**src/rtl/bsg_wormhole_cid_stamper_pkg.sv**
```systemverilog
// Shared types and helpers for the wormhole concentrator-ID stamper.
//   stamper_state_e                  : packet-boundary tracking state
//   bsg_ready_and_link_sif_width()   : width of a ready/valid link bundle
//                                      {v, data[flit], ready_and_rev}
package bsg_wormhole_cid_stamper_pkg;

  typedef enum logic {
    eHeader,
    eBody
  } stamper_state_e;

  function automatic int unsigned bsg_ready_and_link_sif_width(input int unsigned flit_width);
    return flit_width + 2;
  endfunction

endpackage

```
**src/rtl/bsg_wormhole_cid_stamper_two_fifo.sv**
```systemverilog
// bsg_two_fifo: two-entry ready/valid FIFO giving a registered forward path
// with full throughput.
//   clk_i, reset_i : clock, synchronous active-high reset
//   data_i, v_i    : enqueue side; accepted when v_i & ready_o
//   ready_o        : not full (held low while in reset)
//   data_o, v_o    : head of queue (v_o held low while in reset)
//   yumi_i         : consumer takes the head this cycle
module bsg_two_fifo #(
  parameter int unsigned width_p = 32
) (
  input  logic               clk_i,
  input  logic               reset_i,
  input  logic [width_p-1:0] data_i,
  input  logic               v_i,
  output logic               ready_o,
  output logic [width_p-1:0] data_o,
  output logic               v_o,
  input  logic               yumi_i
);

  logic [width_p-1:0] mem_r [2];
  logic               wr_ptr_r;
  logic               rd_ptr_r;
  logic [1:0]         count_r;
  logic               enq;
  logic               deq;

  // Gating with reset keeps both handshakes idle during the reset cycle,
  // even before the first reset edge has cleared the occupancy count.
  assign ready_o = (count_r != 2'd2) & ~reset_i;
  assign v_o     = (count_r != 2'd0) & ~reset_i;
  assign enq     = v_i & ready_o;
  assign deq     = yumi_i & v_o;
  assign data_o  = mem_r[rd_ptr_r];

  always_ff @(posedge clk_i) begin
    if (reset_i) begin
      wr_ptr_r <= 1'b0;
      rd_ptr_r <= 1'b0;
      count_r  <= '0;
    end else begin
      if (enq) wr_ptr_r <= ~wr_ptr_r;
      if (deq) rd_ptr_r <= ~rd_ptr_r;
      count_r <= count_r + {1'b0, enq} - {1'b0, deq};
    end
  end

  always_ff @(posedge clk_i) begin
    if (enq) mem_r[wr_ptr_r] <= data_i;
  end

endmodule

```
**src/rtl/bsg_wormhole_cid_stamper.sv**
```systemverilog
// bsg_wormhole_cid_stamper: writes this link's concentrator ID into the cid
// field of every wormhole header flit, passing body flits unchanged, through
// a 2-entry forward buffer (1-cycle latency, no bubbles). Reverse path is a
// pure pass-through.
// Header layout (LSB first): cord, len, cid, payload.
// Link bundles are {v, data[flit_width_p], ready_and_rev}.
//   clk_i, reset_i  : clock, synchronous active-high reset
//   cid_i           : ID stamped into headers (sampled on header accept)
//   link_i          : client side in  (fwd data/v, client ready)
//   link_o          : client side out (rev data/v, stamper ready)
//   stamped_link_i  : concentrator side in  (rev data/v, concentrator ready)
//   stamped_link_o  : concentrator side out (stamped fwd data/v, client ready)
//   err_o           : sticky header-len error
// Option macro BSG_WORMHOLE_CID_STAMPER_LEN_CHECK_EN enables the len > max_len_p
// check; without it err_o is tied low.
module bsg_wormhole_cid_stamper
  import bsg_wormhole_cid_stamper_pkg::*;
#(
  parameter  int unsigned flit_width_p  = 32,
  parameter  int unsigned len_width_p   = 4,
  parameter  int unsigned cid_width_p   = 2,
  parameter  int unsigned cord_width_p  = 5,
  parameter  int unsigned max_len_p     = (1 << len_width_p) - 1,
  localparam int unsigned link_width_lp = bsg_ready_and_link_sif_width(flit_width_p)
) (
  input  logic                     clk_i,
  input  logic                     reset_i,
  input  logic [cid_width_p-1:0]   cid_i,
  input  logic [link_width_lp-1:0] link_i,
  output logic [link_width_lp-1:0] link_o,
  input  logic [link_width_lp-1:0] stamped_link_i,
  output logic [link_width_lp-1:0] stamped_link_o,
  output logic                     err_o
);

  localparam int unsigned len_lsb_lp = cord_width_p;
  localparam int unsigned cid_lsb_lp = cord_width_p + len_width_p;

  logic                    client_v;
  logic [flit_width_p-1:0] client_data;
  logic                    client_ready;
  logic                    conc_v;
  logic [flit_width_p-1:0] conc_data;
  logic                    conc_ready;

  logic                    stamper_ready;
  logic                    fifo_v;
  logic [flit_width_p-1:0] fifo_data;
  logic [flit_width_p-1:0] stamped_data;
  logic                    accept;
  logic [len_width_p-1:0]  hdr_len;

  stamper_state_e          state_r, state_n;
  logic [len_width_p-1:0]  cnt_r, cnt_n;

  assign {client_v, client_data, client_ready} = link_i;
  assign {conc_v, conc_data, conc_ready}       = stamped_link_i;

  assign link_o         = {conc_v, conc_data, stamper_ready};
  assign stamped_link_o = {fifo_v, fifo_data, client_ready};

  assign accept  = client_v & stamper_ready;
  assign hdr_len = client_data[len_lsb_lp +: len_width_p];

  always_ff @(posedge clk_i) begin
    if (reset_i) begin
      state_r <= eHeader;
      cnt_r   <= '0;
    end else begin
      state_r <= state_n;
      cnt_r   <= cnt_n;
    end
  end

  always_comb begin
    state_n = state_r;
    cnt_n   = cnt_r;
    if (accept) begin
      unique case (state_r)
        eHeader: begin
          cnt_n   = hdr_len;
          state_n = (hdr_len == '0) ? eHeader : eBody;
        end
        eBody: begin
          cnt_n = cnt_r - {{(len_width_p-1){1'b0}}, 1'b1};
          if (cnt_r == {{(len_width_p-1){1'b0}}, 1'b1}) state_n = eHeader;
        end
        default: begin
          state_n = eHeader;
          cnt_n   = '0;
        end
      endcase
    end
  end

  always_comb begin
    stamped_data = client_data;
    if (state_r == eHeader) stamped_data[cid_lsb_lp +: cid_width_p] = cid_i;
  end

  bsg_two_fifo #(
    .width_p(flit_width_p)
  ) fwd_fifo (
    .clk_i  (clk_i),
    .reset_i(reset_i),
    .data_i (stamped_data),
    .v_i    (client_v),
    .ready_o(stamper_ready),
    .data_o (fifo_data),
    .v_o    (fifo_v),
    .yumi_i (conc_ready)
  );

`ifdef BSG_WORMHOLE_CID_STAMPER_LEN_CHECK_EN
  localparam logic [len_width_p:0] max_len_lp = max_len_p[len_width_p:0];

  logic err_r;
  logic len_over;

  assign len_over = accept & (state_r == eHeader) & ({1'b0, hdr_len} > max_len_lp);
  assign err_o    = err_r;

  always_ff @(posedge clk_i) begin
    if (reset_i)       err_r <= 1'b0;
    else if (len_over) err_r <= 1'b1;
  end

`ifndef SYNTHESIS
  always_ff @(posedge clk_i) begin
    if (!reset_i && len_over)
      $error("bsg_wormhole_cid_stamper: header len %0d exceeds max (cid=%0d)", hdr_len, cid_i);
  end
`endif
`else
  assign err_o = 1'b0;
`endif

endmodule

```
**config.mk**
```make
export PLATFORM = sky130hd
export DESIGN_NAME = bsg_wormhole_cid_stamper
export DESIGN_NICKNAME = d
export VERILOG_FILES = /design/src/rtl/bsg_wormhole_cid_stamper_pkg.sv /design/src/rtl/bsg_wormhole_cid_stamper_two_fifo.sv /design/src/rtl/bsg_wormhole_cid_stamper.sv
export SDC_FILE = /design/constraint.sdc
export NUM_CORES = 1
export LEC_CHECK = 0
export ABC_CLOCK_PERIOD_IN_PS = 4600
export BUFFER_PORTS_ARGS = -buffer_cell sky130_fd_sc_hd__clkbuf_2
export CAP_MARGIN = 15
export CORE_UTILIZATION = 40
export CTS_CLUSTER_DIAMETER = 50
export DETAILED_ROUTE_END_ITERATION = 7
export PLACE_DENSITY = 0.67
export SLEW_MARGIN = 20
export SYNTH_ARGS = -nofsm -noshare
export SYNTH_HDL_FRONTEND = slang
export SYNTH_HIERARCHICAL = 1
export SYNTH_SLANG_ARGS = --single-unit
export TNS_END_PERCENT = 100
```
**constraint.sdc**
```tcl
create_clock -name clk_i -period 4.6 [get_ports clk_i]
set_input_delay 0.23 -clock clk_i [delete_from_list [all_inputs] [get_ports clk_i]]
set_output_delay 0.23 -clock clk_i [all_outputs]
set_load 0.01 [all_outputs]
```
==> run metrics <==
std cell rows 32; multiplexer share of the synthesized area 0.1556; setup violators final 0; Leak 1.473 nW; Cell Chain, Critical Path mux2_2 > clkbuf_2; global-route wire length before repair 7.541 mm; placed cells 338; RSZ-0062 raised after global routing no; XOR/XNOR share of the synthesized area 0.005289; synth warn 6; routability cong. 0.6552; hold violation count in the final report 0; GRT Overall Usage 0.1189; syn nets 282; post-synthesis sequential area ratio 0.6407; average routed wire per standard cell 13.96 um; Synth async-reset ratio 0; Compound-Gate Fraction of Synth Area 0.02002; CTS tree yes; Slew Limit Fails 0; reg2reg end fwd_fifo/count_r[1]$_SDFF_PP0_; setup TNS 0 ps; commonest register cell after synthesis edfxtp_1; Max-Cap Viols 0; final instance count without filler cells 354; PwrDens 441.5 mW/mm^2; hpwl dp 3.261 mm; largest net degree at the start of global routing 33; commonest non-fill, non-tap cells in the layout 71 x clkbuf_2, 64 x edfxtp_1, 30 x mux2_4; ANT cells 0; final instance area 0.003720 sq mm; delay-heaviest family, CP flip-flops; worst slew pin tran 1069 ps; clock skew 10.14 ps; Pre-Repair DR Iteration Count 4; synthesized flop and latch total 74; clock sinks 74; share of layout cells above drive strength 1 0.5000; mapped cell area 0.003312 sq mm; die height 93.00 um; Remaining DRCs 0; post-CTS sizing 0; CP Buf/Inv Count 1; Initial Util 0.4220; Tmin final 2171 ps; synthesized instance count 206; Post-Synth Adder-Cell Area 0.01511; Core Area 0.007848 sq mm; Critical R2R Launch fwd_fifo/count_r[0]$_SDFF_PP0_; deepest level of the CTS H-tree 3; kind of critical path reg -> out; CTS clk-pin slew, worst paths 80 ps; Slew HR 0.2872; P&R area growth vs syn 12.32%; Worst Hold Class in -> reg; Final period util 0.4721; post-synthesis simple-gate area fraction 0.05289; Ports 141; worst r2r path cells 9; placed cell areas 0.003477 sq mm; DR vias 1679; Avg Cell Area, Syn 16.08 sq um; Final ANT Viol Nets 0; launch point of the worst hold path link_i[28]; synth unique cells 32; status complete, no violations; clk_lat worst skew 340 ps; crit start category flip-flop; grt ovf 0; maximum clock frequency 460.5 MHz; Post-CTS Setup Inserts 0; Hold Path Stages 1; Critical-path top delay cell dfxtp_2; wirelength, routed 4.942 mm; maximum vdd drop 0.1856 mV; main combinational cell family by area after synthesis multiplexers; endpoint class of the critical path output pin; x dimension of the die 93.00 um; Post-Route Utilization 0.4740; end of the worst hold path fwd_fifo/mem_r[1][27]$_DFFE_PP_; Initial DRC Count 41; post-DR vias/cell 4.743; CTS Buf Count 9; R2R Setup Slk 2820 ps; full die area 0.008648 sq mm; cts hold-fix bufs 0; antenna violations before repair 0; Total Nets Final 323; most common cell after layout, fill and taps aside clkbuf_2; number of synthesized flops with an enable pin 64; CP peak stage delay 1040 ps; Worst EP required 4370 ps; clock tree buffer depth 2; top fanout value on the critical path 32; Arrival @ worst endpoint 1940 ps; vias in the first global route 1569; Root Buffer clkbuf_8; port bufs 71; FILL cells 704
## layer usage
| layer | part of all wire | vias to the layer above | GRT usage |
|---|---|---|---|
| met3 | 0.080 | 16 | 0.05285 |
| met2 | 0.49 | 78 | 0.1863 |
| li1 | - | 795 | - |
| met5 | 0 | - | 0 |
| met4 | 0.014 | 0 | 0.05513 |
| met1 | 0.41 | 790 | 0.1399 |
## power breakdown
part / switching [mW] / internal (mW)
sequential: 0.0431 / 0.774
clock: 0.231 / 0.362
combinational: 0.0973 / 0.134
## layout make-up
cell class	instances	area (sq um)	share of cell area
Sequential cell	74	2123	0.5708
Multi-Input combinational cell	83	833.3	0.2240
Timing Repair Buffer	73	370.4	0.09956
Clock buffer	10	127.6	0.03431
Tap cell	102	127.6	0.03431
Clock inverter	6	115.1	0.03095
Inverter	6	22.52	0.006054
## kinds of logic (layout without fill, tap and decap cells)
family	count (synthesis)	in the layout
flops	74	74
simple gates	30	30
buf+inv	49	95
compound gates	10	10
other cells	1	1
fa+ha+maj	4	4
mux	36	36
xor+xnor	2	2
## state kept, by name, summed over array words and instances, names as in the netlist, named ones only
register	count
fwd_fifo/wr_ptr_r	1
fwd_fifo/rd_ptr_r	1
fwd_fifo/mem_r	64
fwd_fifo/count_r	2
state_r	1
cnt_r	4
## how the worst max path moves through the flow
stage	startpoint	endpoint	slack (ps)	cells after the start
2_1_floorplan	fwd_fifo/count_r[0]$_SDFF_PP0_	fwd_fifo/mem_r[0][0]$_DFFE_PP_	1410	3
3_3_place_gp	flip-flop	stamped_link_o[1]	2770	2
3_5_place_dp	flip-flop	stamped_link_o[32]	2740	2
4_1_cts	flip-flop	stamped_link_o[32]	2360	2
5_1_grt	flip-flop	stamped_link_o[32]	2310	2
6_report	flip-flop	stamped_link_o[32]	2430	2
## cells in the mapped netlist, types with 3 or more instances
cell type,number,area share
buf_6,5,0.017
nand2_1,4,0.0045
inv_1,6,0.0068
ha_1,4,0.015
nor3_1,3,0.0045
dfxtp_1,10,0.060
mux2_4,30,0.14
and2_1,3,0.0057
nor2_1,8,0.0091
mux2_2,4,0.014
edfxtp_1,64,0.58
buf_4,37,0.084
## stage by stage
step	setup slack (ps)	power [mW]	hold slack, ps
floorplan	1411	1.025	299.1
global placement	2770	1.064	419.3
detailed placement	2742	1.069	423.7
CTS	2360	1.665	55.95
global route	2313	1.718	52.55
finish	2429	1.642	73.71
Power figures use the tool's default switching activity.
